### config.mk
export PLATFORM = sky130hd
export DESIGN_NAME = cpu_clock_sequencer
export DESIGN_NICKNAME = d
export VERILOG_FILES = /design/src/rtl/cpu_clock_sequencer.sv
export SDC_FILE = /design/constraint.sdc
export NUM_CORES = 1
export LEC_CHECK = 0
export BUFFER_PORTS_ARGS = -buffer_cell sky130_fd_sc_hd__buf_4
export CAP_MARGIN = 20
export CORE_MARGIN = 1.5
export CORE_UTILIZATION = 54
export DETAILED_ROUTE_END_ITERATION = 16
export GPL_ROUTABILITY_DRIVEN = 0
export PLACE_DENSITY = 0.87
export SLEW_MARGIN = 20
export SYNTH_ARGS = -nofsm -noshare
export SYNTH_HDL_FRONTEND = slang
export SYNTH_SLANG_ARGS = --single-unit
export TNS_END_PERCENT = 30
### constraint.sdc
create_clock -name clock -period 3.25 [get_ports clock]
set_input_delay 0.325 -clock clock [delete_from_list [all_inputs] [get_ports clock]]
set_output_delay 0.325 -clock clock [all_outputs]
set_load 0.02 [all_outputs]
### src/rtl/cpu_clock_sequencer.sv
// Run/halt/single-step controller for the CPU clock enable.
// A programmable divide counter produces a registered one-cycle cpu_tick, gated by a small FSM.
module cpu_clock_sequencer #(
    parameter int unsigned      DIV_W       = 32,
    parameter logic [DIV_W-1:0] DIV_DEFAULT = DIV_W'(100),
    parameter bit               START_RUN   = 1'b0
) (
    input  logic             clock,
    input  logic             reset,
    input  logic             run_req,
    input  logic             halt_req,
    input  logic             step_req,
    input  logic             cpu_halt,
    input  logic             div_load,
    input  logic [DIV_W-1:0] div_value,
    output logic             cpu_tick,
    output logic             step_ack,
    output logic             running,
    output logic [1:0]       state,
    output logic [DIV_W-1:0] div_current,
    output logic [31:0]      tick_count
);

    typedef enum logic [1:0] {
        ST_HALTED = 2'd0,
        ST_RUN    = 2'd1,
        ST_STEP   = 2'd2
    } state_t;

    state_t           r_state;
    logic [DIV_W-1:0] r_counter;
    logic [DIV_W-1:0] r_div_current;
    logic             r_tick;
    logic             r_step_ack;
    logic [31:0]      r_tick_count;

    state_t           w_next_state;
    logic [DIV_W-1:0] w_next_counter;
    logic             w_active;
    logic             w_due;
    logic             w_halt;
    logic             w_issue;
    logic             w_step_issue;

    // A due tick only becomes a real tick if neither a halt nor a divide reload claims the cycle.
    always_comb begin
        w_active       = (r_state == ST_RUN) || (r_state == ST_STEP);
        w_due          = w_active && (r_counter == r_div_current);
        w_halt         = halt_req | cpu_halt;
        w_issue        = w_due & ~w_halt & ~div_load;
        w_step_issue   = w_issue && (r_state == ST_STEP);
        w_next_state   = r_state;
        w_next_counter = r_counter + DIV_W'(1);

        if (w_halt) begin
            w_next_state   = ST_HALTED;
            w_next_counter = '0;
        end else begin
            case (r_state)
                ST_HALTED: begin
                    w_next_counter = '0;
                    if (step_req) begin
                        w_next_state = ST_STEP;
                    end else if (run_req) begin
                        w_next_state = ST_RUN;
                    end
                end
                ST_STEP: begin
                    if (w_due) begin
                        w_next_counter = '0;
                    end
                    if (w_issue) begin
                        w_next_state = ST_HALTED;
                    end
                end
                ST_RUN: begin
                    if (w_due) begin
                        w_next_counter = '0;
                    end
                end
                default: begin
                    w_next_state   = ST_HALTED;
                    w_next_counter = '0;
                end
            endcase
        end

        if (div_load) begin
            w_next_counter = '0;
        end
    end

    always_ff @(posedge clock or posedge reset) begin
        if (reset) begin
            if (START_RUN) begin
                r_state <= ST_RUN;
            end else begin
                r_state <= ST_HALTED;
            end
        end else begin
            r_state <= w_next_state;
        end
    end

    always_ff @(posedge clock or posedge reset) begin
        if (reset) begin
            r_counter     <= '0;
            r_div_current <= DIV_DEFAULT;
            r_tick        <= 1'b0;
            r_step_ack    <= 1'b0;
            r_tick_count  <= '0;
        end else begin
            r_counter    <= w_next_counter;
            r_tick       <= w_issue;
            r_step_ack   <= w_step_issue;
            r_tick_count <= r_tick_count + 32'(w_issue);
            if (div_load) begin
                r_div_current <= div_value;
            end
        end
    end

    assign cpu_tick    = r_tick;
    assign step_ack    = r_step_ack;
    assign running     = (r_state == ST_RUN);
    assign state       = r_state;
    assign div_current = r_div_current;
    assign tick_count  = r_tick_count;

endmodule

Word level (Yosys, flattened, before mapping). Cells that the tools add are included.

Word-level logic and storage cells: 34. Register bits after elaboration: 100. Output and inout bits: 69.

Bitwise operators: 5. Equality and inequality tests: 6. Reductions and logical operators: 6. Mux-type cells: 9. Add/subtract/negate cells: 2.

Operators with widths (count): two-way mux 32 bit (4); adder 32 x 1 -> 32 bit (1); adder 32 x 1 -> 32 bit, second input constant (1); == test 32 bit (1); two-way mux 2 bit (4); case mux 2 bit (3 select lines) (1); != test 4 bit, second input constant (1); != test 3 bit, second input constant (1); AND reduction 3 bit (1); AND 1 bit (2); == test 2 x 1 -> 1 bit, second input constant (1); == test 2 bit, second input constant (1); logical AND 1 bit (2); zero test 2 bit (1); != test 2 x 1 -> 1 bit, second input constant (1); inverter 1 bit (2); OR reduction 2 bit (1); logical OR 1 bit (1); OR 1 bit (1).

Logic depth before layout (Yosys ltp).
Word-level depth: 8. Mapped depth: 11.

Worst setup path after synthesis. Ideal clock, no wire load.

Path kind: register to register. Start point: reg r_state[0] (netlist: state[0]). End point: reg r_tick_count[22] (netlist: tick_count[22]). Period minus slack after synthesis: 2905 ps. Buffers on the path: 1. Library setup time: 80 ps. Setup slack: 345 ps. Data required time: 3170 ps. Cell stages (with the launch flop): 12. Arrival: 2825 ps. Cells stage by stage: dfrtp_1 -> inv_1 -> ha_1 -> o21ai_0 -> or4_4 -> nor4_4 -> and2_1 -> ha_1 -> clkbuf_1 -> nand3_1 -> nor2_1 -> xor2_1.

Word-level cells in the longest chain between the ends: 6.

RTL lines: start, declared (line 30) `state_t r_state;`; start signal, assigned (line 101) `r_state <= w_next_state;`; == test 2 x 1 -> 1 bit / == test 2 bit (equally long branches) (line 47) `w_active = (r_state == ST_RUN) || (r_state == ST_STEP);`; logical OR 1 bit (*) (line 47); logical AND 1 bit (*) (line 48) `w_due = w_active && (r_counter == r_div_current);`; AND 1 bit (*) (2 in a row) (line 50) `w_issue = w_due & ~w_halt & ~div_load;`; named net w_issue (line 42) `logic w_issue;`; adder 32 x 1 -> 32 bit (*) (line 116) `r_tick_count <= r_tick_count + 32'(w_issue);`; end signal, assigned (line 116); end, declared (line 35) `logic [31:0] r_tick_count;`.

Mark *: on every way through the listed nets, which the timed path passes. The rest lies on a longest branch. A chain may end at the register's enable or synchronous reset.

Final worst setup path.
Start point: reg r_state[0] (netlist: state[0]). End point: reg r_tick_count[17] (netlist: tick_count[17]).

Same word-level chain as after synthesis.

==> metrics.cfg <==
[setup_path]
crit_fanout = 6
cp-startpoint = state[0]
arrival_ps = 3250
worstPathRequired_ps = 3540
cp-start-kind = flip-flop
r2r_cells = 10
timing.rr.start = state[0]
worstSetupEndpointType = flip-flop
critPathKind = flip-flop to flip-flop
endpoint = tick_count[17]
reg2reg_to = tick_count[17]
reg2reg_slack_ps = 290

[worst_hold_path]
worstHoldPathType = input pin to flip-flop

[timing]
worst_clock_skew_ps = 13.9
grt_setup_unrepaired = false
setup_tns_ps = 0
maxClockFrequency_mhz = 338
slew_violations = 0
fin_crit_ps = 2960
worstMarginPinSlew_ps = 782
hold_viol = 0
period_share = 0.909
finalSetupViolCount = 0
relSlewSlack = 0.475

[synth]
seq_area_frac_synth = 0.531
yosys.area_share.simple = 0.177
synth_nets = 462
synth_edf_count = 0
syn_inst = 417
synth_xor_area_frac = 0.154
synth_top_family_by_area = simple AND/OR/NAND/NOR gates
ys_types = 38
syn_avg_cell_area_um2 = 11.3
async_flop_share = 1.00
ys_seq_elements = 100
synthMuxAreaShare = 0.0692
synth_fa_ha_area_frac = 0.0159
syn-cell-area_um2 = 4720
synth_flop_cell = dfrtp_1
yosys_warnings = 0
synth_compound_area_frac = 0.0268

[floorplanning]
start_util = 0.566
core_um2 = 8340
fp.dieW_um = 96.5
die_h_um = 96.5
fp-row-count = 33
io_pins = 108
dieArea_um2 = 9310

[global_route]
grt_usage = 0.247
grt_pass1_wl_um = 17000
antenna_found_initial = 0
grt_max_degree = 58
grt_pass1_vias = 3408
grt.overflow.total = 0

[cells_and_area]
syn_to_final_growth_pct = 24.5
drive_gt1_frac = 0.317
diodes = 0
nNetsFinal = 576
multiInputGateArea_um2 = 2090
final-seq-area_um2 = 2510
fin_cells = 641
nFillCells = 587

[routing]
dr.first_iter.drc_count = 199
dr.pass1.iters = 5
vias_per_cell = 5.57
wl_per_cell_um = 16.9
wl_um = 10900
drc = 0
ant_nets = 0
vias = 3570

[cts]
cts_root_buf = clkbuf_8
cts_tree = yes
h-tree-depth = 3
cts_sinks = 100
clock_path_buffers = 2
insertion_delay_ps = 370
path_clk_slew_ps = 100
cts_buffers = 9
ctsResizeCount = 0

[job]
cap_violations = 0

[power]
powerDensity_nw_per_um2 = 425
vdd_ir_drop_max_v = 0.000288
p_leak_uw = 0.00274

[placed_design]
dp.cells = 624
dp_hpwl_um = 7890
port_buffers = 107

[status]
status = complete, no violations

-- critical path: stages, from the launching register on --
cell     delay (ps)
dfrtp_1         440
inv_1           100
ha_1            320
o21ai_0          90
or4_4           510
nor4_4          320
ha_1            280
nand2_1          90
nor2b_1         350
and3_1          230
xor2_1          150
-- power by group --
group / internal [uW] / switching (uW)
Clock: 434 / 436
Combinational: 145 / 152
Sequential: 1290 / 43.4
-- worst min-delay path by stage --
stage                     cells after the start  slack (ps)               to      startpoint
after global placement                        1         460   tick_count[31]  tick_count[31]
after CTS                                     3         170  div_current[13]   div_value[13]
after detailed placement                      2         390   tick_count[31]           reset
after global routing                          2         170   div_current[9]    div_value[9]
final                                         2         180  div_current[21]   div_value[21]
after floorplan                               2         440   div_current[5]    div_value[5]
-- final cells by class --
class / count / share of cell area
well taps: 105 / 0.0224
clock buffers: 10 / 0.0217
repair buffers: 113 / 0.148
clock inverters: 6 / 0.0151
multi-input cells: 292 / 0.356
flip-flops and latches: 100 / 0.427
inverters: 15 / 0.0100
-- layout by cell type (no fill, tap or decap), drive strengths merged, types with 2 or more instances in the layout --
cell type    n
nor2        44
xnor2       37
and2         4
nand2       22
inv         15
or2b         4
bufinv       2
buf        112
xor2        46
and3        12
nand3       29
ha           6
nor3         4
dfstp        3
o2111ai      2
nor4         5
nand4       14
dfrtp       97
mux2        29
clkinvlp     2
and4        10
a21oi        2
nor2b        3
clkinv       2
o21ai        9
clkbuf      10
-- cells by family after synthesis --
logic type	count (synthesis)
xor+xnor	83
mux	29
fa+ha+maj	6
flops	100
simple gates	155
compound gates	19
buf+inv	25
-- through the flow --
step | hold slack [ps] | util | area, um^2 | setup WS [ps] | power, uW
after global placement | 464 | 0.674 | 5620 | 441 | 1640
after detailed placement | 394 | 0.677 | 5650 | 363 | 1650
after floorplan | 439 | - | 4720 | 311 | 1510
after global routing | 167 | 0.704 | 5880 | 102 | 2590
after CTS | 166 | 0.704 | 5880 | 314 | 2510
final | 176 | 0.704 | 5880 | 295 | 2500
-- state kept, by name (all words and copies together), names as in the netlist --
signal / flops
cpu_tick: 1
div_current: 32
r_counter: 32
state: 2
step_ack: 1
tick_count: 32
-- synth_stat cells (all sizes together), types with 2 or more instances --
master / number / share of area
and3: 12 / 0.016
nor2b: 3 / 0.0040
nor2: 44 / 0.037
o2111ai: 2 / 0.0037
dfstp: 3 / 0.017
nand3: 29 / 0.032
dfrtp: 97 / 0.51
nand4: 14 / 0.019
nand2: 22 / 0.018
o21ai: 9 / 0.0095
nor3: 4 / 0.0042
a21oi: 2 / 0.0021
buf: 4 / 0.0088
xnor2: 37 / 0.069
nor4: 5 / 0.0098
ha: 6 / 0.016
mux2: 29 / 0.069
and4: 10 / 0.019
inv: 15 / 0.012
xor2: 46 / 0.085
and2: 4 / 0.0053
or2b: 4 / 0.0066
clkbuf: 6 / 0.0048
-- per-layer routing --
metal  global-route usage  wire [um]
met2                0.399       5460
met3               0.0485        538
met4                0.100        199
met5                    0          0
met1                0.326       4660
-- what timing repair did --
item,CTS,global route
endpoints found under the hold margin,18,0
buffers inserted,0,0
hold buffers,1,0
setup endpoints to repair,0,0
Note: power is estimated with default switching activity, not from simulation.
